## config.mk

```make
export PLATFORM = sky130hd
export DESIGN_NAME = copper_fetch
export DESIGN_NICKNAME = d
export VERILOG_FILES = /design/src/rtl/copper_fetch.sv
export SDC_FILE = /design/constraint.sdc
export NUM_CORES = 1
export LEC_CHECK = 0
export CAP_MARGIN = 30
export CORE_ASPECT_RATIO = 1.4
export CORE_MARGIN = 3
export CORE_UTILIZATION = 44
export CTS_BUF_LIST = sky130_fd_sc_hd__clkbuf_16
export DETAILED_ROUTE_END_ITERATION = 8
export PLACE_DENSITY = 0.82
export REMOVE_ABC_BUFFERS = 1
export SLEW_MARGIN = 20
export SYNTH_ARGS = -nofsm -noshare
export SYNTH_HDL_FRONTEND = slang
export SYNTH_SLANG_ARGS = --single-unit
```

## constraint.sdc

```tcl
create_clock -name clk -period 3.13 [get_ports clk]
set_input_delay 0.939 -clock clk [delete_from_list [all_inputs] [get_ports clk]]
set_output_delay 0.939 -clock clk [all_outputs]
set_load 0.005 [all_outputs]
```

## src/rtl/copper_fetch.sv

```systemverilog
// Copper instruction fetch: drives the paired even/odd memory address, absorbs the
// one-cycle read latency and hands 32-bit instructions to execute via valid/ready.
module copper_fetch #(
  parameter int unsigned AWIDTH = 10
) (
  input  logic              clk,
  input  logic              reset_i,
  input  logic              cop_en_i,
  input  logic              restart_i,
  input  logic              jump_i,
  input  logic [AWIDTH-1:0] jump_addr_i,
  output logic [AWIDTH-1:0] rd_address_o,
  input  logic [15:0]       rd_data_even_i,
  input  logic [15:0]       rd_data_odd_i,
  output logic              instr_valid_o,
  input  logic              instr_ready_i,
  output logic [31:0]       instr_o,
  output logic [AWIDTH-1:0] instr_addr_o
);

  localparam int unsigned IWIDTH = 32;
  localparam int unsigned OCCW   = 2;

  typedef enum logic {
    ST_IDLE = 1'b0,
    ST_RUN  = 1'b1
  } state_t;

  state_t              r_state;
  state_t              w_state_next;

  logic [AWIDTH-1:0]   r_pc;
  logic                r_pend;
  logic [AWIDTH-1:0]   r_pend_addr;
  logic                r_out_valid;
  logic [IWIDTH-1:0]   r_out_data;
  logic [AWIDTH-1:0]   r_out_addr;
  logic                r_skid_valid;
  logic [IWIDTH-1:0]   r_skid_data;
  logic [AWIDTH-1:0]   r_skid_addr;

  logic                w_pop;
  logic [OCCW-1:0]     w_occ_after_pop;
  logic [OCCW-1:0]     w_load;
  logic                w_idle_hold;
  logic                w_flush;
  logic                w_issue;
  logic [AWIDTH-1:0]   w_pc_next;
  logic [IWIDTH-1:0]   w_rd_data;

  assign w_rd_data       = {rd_data_even_i, rd_data_odd_i};
  assign w_pop           = r_out_valid & instr_ready_i;
  assign w_occ_after_pop = OCCW'(r_out_valid) + OCCW'(r_skid_valid) - OCCW'(w_pop);
  // Entries that will be buffered after this edge, counting the read in flight.
  assign w_load          = w_occ_after_pop + OCCW'(r_pend);

  always_ff @(posedge clk) begin
    if (reset_i) begin
      r_state <= ST_IDLE;
    end else begin
      r_state <= w_state_next;
    end
  end

  // Next-state and fetch control; flush sources in priority order.
  always_comb begin
    w_state_next = r_state;
    w_idle_hold  = 1'b0;
    w_flush      = 1'b0;
    w_issue      = 1'b0;
    w_pc_next    = r_pc;

    case (r_state)
      ST_IDLE: begin
        if (cop_en_i) begin
          w_state_next = ST_RUN;
        end else begin
          w_idle_hold = 1'b1;
        end
      end
      ST_RUN: begin
        if (!cop_en_i) begin
          w_state_next = ST_IDLE;
          w_idle_hold  = 1'b1;
        end
      end
      default: begin
        w_state_next = ST_IDLE;
        w_idle_hold  = 1'b1;
      end
    endcase

    if (w_idle_hold) begin
      w_flush   = 1'b1;
      w_pc_next = '0;
    end else if (restart_i) begin
      w_flush   = 1'b1;
      w_pc_next = '0;
    end else if (jump_i) begin
      w_flush   = 1'b1;
      w_pc_next = jump_addr_i;
    end else if (w_load < OCCW'(2)) begin
      w_issue   = 1'b1;
      w_pc_next = r_pc + AWIDTH'(1);
    end
  end

  // Datapath: pc, pending read tracking, output register and skid entry.
  always_ff @(posedge clk) begin
    if (reset_i) begin
      r_pc         <= '0;
      r_pend       <= 1'b0;
      r_pend_addr  <= '0;
      r_out_valid  <= 1'b0;
      r_out_data   <= '0;
      r_out_addr   <= '0;
      r_skid_valid <= 1'b0;
      r_skid_data  <= '0;
      r_skid_addr  <= '0;
    end else begin
      r_pc <= w_pc_next;
      if (w_flush) begin
        r_pend       <= 1'b0;
        r_out_valid  <= 1'b0;
        r_out_data   <= '0;
        r_out_addr   <= '0;
        r_skid_valid <= 1'b0;
      end else begin
        r_pend <= w_issue;
        if (w_issue) begin
          r_pend_addr <= r_pc;
        end
        if (!r_out_valid || w_pop) begin
          if (r_skid_valid) begin
            r_out_valid  <= 1'b1;
            r_out_data   <= r_skid_data;
            r_out_addr   <= r_skid_addr;
            r_skid_valid <= r_pend;
            if (r_pend) begin
              r_skid_data <= w_rd_data;
              r_skid_addr <= r_pend_addr;
            end
          end else if (r_pend) begin
            r_out_valid <= 1'b1;
            r_out_data  <= w_rd_data;
            r_out_addr  <= r_pend_addr;
          end else begin
            r_out_valid <= 1'b0;
          end
        end else if (r_pend) begin
          // Output held by a stall; issue gating guarantees the skid slot is free.
          r_skid_valid <= 1'b1;
          r_skid_data  <= w_rd_data;
          r_skid_addr  <= r_pend_addr;
        end
      end
    end
  end

  assign rd_address_o  = r_pc;
  assign instr_valid_o = r_out_valid;
  assign instr_o       = r_out_data;
  assign instr_addr_o  = r_out_addr;

endmodule

```

==> metrics.csv, run 1 <==
stage;metric;value;unit
cells_and_area;area delta synth->final;30.0;%
grt;Overflow after GRT;0;
clock_network;Reg clk slew, reported paths;0.07;ns
die;Die Width;91.8;um
yosys;Synth Area in XOR/XNOR;0.855;%
timing;final worst slack;0.196;ns
worst_setup_path;Reg2Reg Depth;8;
grt;gr usage total;18.1;%
die;FP Rows;43;
detailed_routing;# DRC;0;
clock_network;worst-skew pair later-pin latency;0.34;ns
timing;Max Clk Rate;341;MHz
grt;first-pass GRT wire length;17.2;mm
yosys;cell taking the most area after synthesis;dfxtp_1;
die;Core ar.;10000;um^2
yosys;Synth Area in Adders;0.828;%
die;die area;11600;um^2
placed_design;Placed Area;5620;um^2
die;IO Pins;101;
timing;Slew HR;49.6;%
yosys;Synth Area in Simple Gates;17.7;%
worst_setup_path;Startpoint Class;input pin;
cells_and_area;layout cells sized above 1;5.85;%
placed_design;IO Port Bufs;100;
yosys;Main synth FF type;dfxtp_1;
yosys;largest family of logic cells by synthesized area;simple AND/OR/NAND/NOR gates;
detailed_routing;vias per cell;5.32;
timing;Period Utilization, post-route;93.7;%
timing;max-slew violation count;0;
detailed_routing;initial DRC count;130;
power_and_ir_drop;static leakage;1.89;nW
clock_network;clock sink count;107;
worst_setup_path;crit path kind;in2reg;
run;Max-Cap Viols;0;
yosys;Compound-Gate Fraction of Synth Area;15.7;%
grt;largest net degree at the start of global routing;85;
clock_network;H-Tree Depth;3;
min_path;hold path depth;2;
grt;vias in the first global route;3650;
cells_and_area;Ant. Diodes;0;
clock_network;hold_buf cts;0;
yosys;yosys warns;0;
die;Initial Util;45.3;%
worst_setup_path;crit path max fanout;10;
yosys;count leader, synth;nand2_1;
die;Die H;126;um
cells_and_area;nets;645;
worst_setup_path;Worst Path Required;3.40;ns
timing;sum of negative setup slack;0;ns
yosys;#FFs+latches synth;107;
placed_design;GP Congestion;0.819;
yosys;Post-synth EDFFs;0;
yosys;Avg Cell Area, Syn;8.86;um^2
timing;Slew @ Worst Pin;0.756;ns
detailed_routing;wire per inst;14.1;um
worst_setup_path;Worst setup EP type;register;
detailed_routing;ANT nets after route;0;
clock_network;clock tree buffer depth;2;
yosys;Gate Count Post-Synth;512;
detailed_routing;drt pass-1 iters;4;
placed_design;Place WS;-0.158;ns
clock_network;PostCTS Resize Cnt;0;
timing;Final Hold Viols;0;
yosys;synth unique cells;42;
yosys;synthesized cell area;4530;um^2
status;status;complete, no violations;
yosys;Commonest cells post-synth;nand2_1, dfxtp_1, mux2i_1;
power_and_ir_drop;total power;2.60;mW
grt;initial antenna violation count;0;
power_and_ir_drop;PwrDens;441;nW/um^2
timing;endpoints failing setup;0;
clock_network;TritonCTS clock tree;done;
min_path;Worst Hold Class;reg2reg;
detailed_routing;Routed WL;10.3;mm
detailed_routing;via count;3899;
clock_network;Inserted Clock Buffers;9;
clock_network;Setup Fix Bufs, Post-CTS;0;
timing;Tmin final;2.93;ns
worst_setup_path;Crit path arrival time;3.20;ns
placed_design;DP HPWL;7.08;mm
timing;Clock Skews;0.00823;ns
yosys;sequential fraction of the synthesis area;47.2;%
yosys;asr flop ratio synth;0;%
power_and_ir_drop;Max IR drop VDD;244;uV
yosys;Synth top area share;47.2;%
cells_and_area;Finished Layout Cells;733;
yosys;mux share of post-synthesis cell area;12.4;%
clock_network;CTS Root Cell;clkbuf_16;
yosys;Synth area leaders;dfxtp_1, mux2i_1, nand2_1, a211oi_1, a21oi_1;
timing;RSZ-0062 raised after global routing;no;
placed_design;dpl cells;718;
cells_and_area;final instance area;5890;um^2
==> kinds of logic (layout without fill, tap and decap cells) <==
group | after synthesis | in the layout
mux | 56 | 56
xor+xnor | 2 | 2
fa+ha+maj | 3 | 3
simple gates | 187 | 187
compound gates | 110 | 110
flops | 107 | 107
buf+inv | 47 | 133
==> state kept, by name, indices dropped and copies added (netlist names) <==
signal,count
instr_addr_o,10
instr_o,32
instr_valid_o,1
r_pend,1
r_pend_addr,10
r_skid_addr,10
r_skid_data,32
r_skid_valid,1
rd_address_o,10
==> placed cells by master (no fill, tap or decap), drive strengths merged <==
cell	instances
nand2	111
dfxtp	107
clkdlybuf4s50	99
mux2i	55
nor2	46
a21oi	46
a211oi	42
buf	13
clkbuf	9
inv	8
o21ai	7
a31oi	5
nand4	4
or4	4
o31ai	4
nor4	4
nand3	3
ha	3
clkinv	3
and3	2
o211a	2
nor3	2
or2	2
nor3b	2
and2	1
and2b	1
or4b	1
nand4b	1
mux2	1
o2111a	1
xnor2	1
or3b	1
xnor3	1
nor2b	1
o211ai	1
o31a	1
nand2b	1
o311a	1
bufinv	1
==> per-stage QoR <==
step / hold slack [ns] / util, %
6_report: 0.454 / 58.9
5_1_grt: 0.479 / 58.9
4_1_cts: 0.457 / 58.9
3_5_place_dp: 0.448 / 56.1
3_3_place_gp: 0.441 / 56.1
2_1_floorplan: 0.430 / -
==> metal layers <==
| metal | GRT usage [%] | up-vias | wire length, um |
|---|---|---|---|
| met4 | 7.26 | 0 | 195 |
| li1 | - | 1952 | - |
| met2 | 32.3 | 117 | 5350 |
| met3 | 3.35 | 18 | 456 |
| met5 | 0 | - | 0 |
| met1 | 21.1 | 1812 | 4330 |
==> path summary, 6_finish.rpt <==
check / startpoint / slack (ns) / to
min reg2reg: r_skid_addr[7]$_SDFFE_PP0P_ / 0.45 / r_skid_addr[7]$_SDFFE_PP0P_
min: r_skid_addr[7]$_SDFFE_PP0P_ / 0.45 / r_skid_addr[7]$_SDFFE_PP0P_
max: instr_ready_i / 0.20 / rd_address_o[7]$_SDFFE_PP0P_
max reg2reg: r_pend$_SDFF_PP0_ / 0.83 / rd_address_o[7]$_SDFFE_PP0P_
==> power breakdown <==
| part | internal, mW | total [mW] | switching (mW) | leakage (nW) |
|---|---|---|---|---|
| combinational | 0.0873 | 0.157 | 0.0700 | 0.885 |
| sequential | 1.37 | 1.38 | 0.00881 | 0.863 |
| clock | 0.603 | 1.06 | 0.460 | 0.143 |
| total | 2.06 | 2.60 | 0.538 | 1.89 |
==> critical path, cell delays in order <==
cell,delay (ns)
clkdlybuf4s50_1,0.41
and2_1,0.16
ha_1,0.26
inv_1,0.04
ha_1,0.30
a21oi_4,0.19
xnor2_2,0.17
or4_1,0.55
a31oi_1,0.19
==> cell type report <==
type                            count  area [um^2]
Clock inverter                      6         50.0
Multi-Input combinational cell    358         2160
Fill cell                         841         4110
Clock buffer                        9          225
Sequential cell                   107         2140
Tap cell                          135          169
Inverter                            6         22.5
Timing Repair Buffer              112         1120
Power figures use the tool's default switching activity.
==> run 2, diff against run 1 <==
--- a/config.mk
+++ b/config.mk
@@ -11,6 +11,7 @@
 export CORE_UTILIZATION = 44
 export CTS_BUF_LIST = sky130_fd_sc_hd__clkbuf_16
 export DETAILED_ROUTE_END_ITERATION = 8
+export MAX_ROUTING_LAYER = met4
 export PLACE_DENSITY = 0.82
 export REMOVE_ABC_BUFFERS = 1
 export SLEW_MARGIN = 20
==> metrics.csv, run 2 (same netlist as run 1, synthesis figures left out) <==
stage;metric;value;unit
die;Die H;126;um
cells_and_area;Finished Layout Cells;733;
cells_and_area;Ant. Diodes;0;
worst_setup_path;crit path capture;rd_address_o[7]$_SDFFE_PP0P_;
power_and_ir_drop;Max IR drop VDD;242;uV
detailed_routing;ANT nets after route;0;
timing;max-slew violation count;0;
power_and_ir_drop;net load switching power;538;uW
worst_setup_path;Worst Path Required;3.39;ns
worst_setup_path;Max stage delay on crit path;0.55;ns
run;Max-Cap Viols;0;
grt;Overflow after GRT;0;
worst_setup_path;Top delay family on crit path;simple AND/OR/NAND/NOR gates;
die;FP Rows;43;
placed_design;IO Port Bufs;100;
placed_design;GP Congestion;0.831;
worst_setup_path;crit path cell chain;clkdlybuf4s50_1, and2_1, ha_1, inv_1, ha_1, a21oi_4, xnor2_2, or4_1, a31oi_1;
detailed_routing;wire per inst;14.1;um
worst_setup_path;crit path max fanout;10;
clock_network;H-Tree Depth;3;
cells_and_area;nets;645;
timing;Final Hold Viols;0;
power_and_ir_drop;Combinational Power Share;6.1;%
power_and_ir_drop;Int Power;2.06;mW
timing;Max Clk Rate;340;MHz
clock_network;hold_buf cts;0;
detailed_routing;drt pass-1 iters;4;
timing;Tmin final;2.94;ns
timing;Clock Skews;0.00766;ns
clock_network;worst-skew pair later-pin latency;0.34;ns
cells_and_area;most frequent cells in the layout;nand2_1, dfxtp_1, clkdlybuf4s50_1;
power_and_ir_drop;switching portion of total power;20.7;%
grt;gr usage total;18.5;%
status;status;complete, no violations;
cells_and_area;final instance area;5890;um^2
placed_design;DP HPWL;7.08;mm
worst_setup_path;Reg2Reg Depth;8;
power_and_ir_drop;Clock power frac;40.9;%
die;Core ar.;10000;um^2
timing;Slew HR;49.1;%
cells_and_area;area delta synth->final;30.0;%
timing;Slew @ Worst Pin;0.763;ns
die;Initial Util;45.3;%
timing;RSZ-0062 raised after global routing;no;
placed_design;Placed Area;5620;um^2
worst_setup_path;CP bufs+invs;2;
die;Die Width;91.8;um
timing;Period Utilization, post-route;94.0;%
clock_network;PostCTS Resize Cnt;0;
power_and_ir_drop;PwrDens;440;nW/um^2
worst_setup_path;slowest CP cell;or4_1;
worst_setup_path;R2R setup slack;0.83;ns
worst_setup_path;crit path launch;instr_ready_i;
clock_network;TritonCTS clock tree;done;
grt;largest net degree at the start of global routing;85;
cells_and_area;layout cells sized above 1;5.85;%
clock_network;clock tree buffer depth;2;
grt;vias in the first global route;3655;
detailed_routing;Routed WL;10.3;mm
grt;first-pass GRT wire length;17.2;mm
timing;hold_ws;0.454;ns
timing;endpoints failing setup;0;
detailed_routing;initial DRC count;142;
power_and_ir_drop;total power;2.60;mW
worst_setup_path;Startpoint Class;input pin;
clock_network;Inserted Clock Buffers;9;
die;IO Pins;101;
worst_setup_path;most frequent cell on the critical path;ha_1;
clock_network;Reg clk slew, reported paths;0.07;ns
grt;initial antenna violation count;0;
clock_network;CTS Root Cell;clkbuf_16;
die;die area;11600;um^2
detailed_routing;via count;3887;
clock_network;Setup Fix Bufs, Post-CTS;0;
cells_and_area;commonest non-fill, non-tap cell in the layout;nand2_1;
cells_and_area;Layout Utilization;58.9;%
worst_setup_path;crit path kind;in2reg;
worst_setup_path;Crit path arrival time;3.21;ns
clock_network;clock sink count;107;
power_and_ir_drop;static leakage;1.89;nW
min_path;Worst Hold Class;reg2reg;
worst_setup_path;RR Endpoint;rd_address_o[7]$_SDFFE_PP0P_;
power_and_ir_drop;Seq pwr share;53.0;%
placed_design;dpl cells;718;
worst_setup_path;Worst setup EP type;register;
worst_setup_path;Worst path depth;9;
detailed_routing;# DRC;0;
worst_setup_path;reg-to-reg startpoint;r_pend$_SDFF_PP0_;
detailed_routing;vias per cell;5.30;
[run 2: cell counts in the layout (fill, tap and decap cells not counted)]
No cell type changed its count.
[run 2: through the flow]
step / setup slack [ns] / setup TNS [ns]
6_report: 0.189 / 0
5_1_grt: 0.0925 / 0
4_1_cts: 0.201 / 0
3_5_place_dp: -0.158 / -0.691
3_3_place_gp: -0.0717 / -0.229
2_1_floorplan: -1.77 / -91.08
[run 2: per-layer routing]
metal	routed length (um)	vias up	track usage, %
li1	-	1947	-
met1	4450	1840	21.0
met2	5430	89	32.3
met3	327	11	3.17
met4	142	0	7.26
met5	0	-	-
[run 2: how the worst min path moves through the flow]
stage / slack (ns) / endpoint / from / depth (start not counted)
finish: 0.45 / r_skid_addr[0]$_SDFFE_PP0P_ / r_skid_addr[0]$_SDFFE_PP0P_ / 2
global route: 0.48 / r_skid_data[24]$_SDFFE_PP0P_ / r_skid_data[24]$_SDFFE_PP0P_ / 2
CTS: 0.46 / r_skid_addr[7]$_SDFFE_PP0P_ / r_skid_addr[7]$_SDFFE_PP0P_ / 2
detailed placement: 0.45 / r_skid_addr[7]$_SDFFE_PP0P_ / r_skid_addr[7]$_SDFFE_PP0P_ / 2
global placement: 0.44 / r_skid_data[5]$_SDFFE_PP0P_ / r_skid_data[5]$_SDFFE_PP0P_ / 2
floorplan: 0.43 / r_skid_addr[0]$_SDFFE_PP0P_ / r_skid_addr[0]$_SDFFE_PP0P_ / 2
[run 2: area by class of cell]
class	count	area [um^2]
clock buffer	9	225
sequential	107	2140
tap	135	169
clock inverter	6	50.0
timing repair buffer	112	1120
multi-input combinational	358	2160
fill	841	4110
inverter	6	22.5
[run 2: power by group through the flow]
stage | Combinational, mW | Clock [mW] | Sequential (mW)
finish | 0.157 | 1.06 | 1.38
global route | 0.172 | 1.14 | 1.38
CTS | 0.159 | 1.08 | 1.38
detailed placement | 0.158 | 0 | 1.41
global placement | 0.154 | 0 | 1.41
floorplan | 0.0541 | 0 | 1.40
[run 2: worst min-delay path, cell delays in order, from the launching register on]
cell,delay (ns)
dfxtp_1,0.31
nand2_1,0.05
a21oi_1,0.05
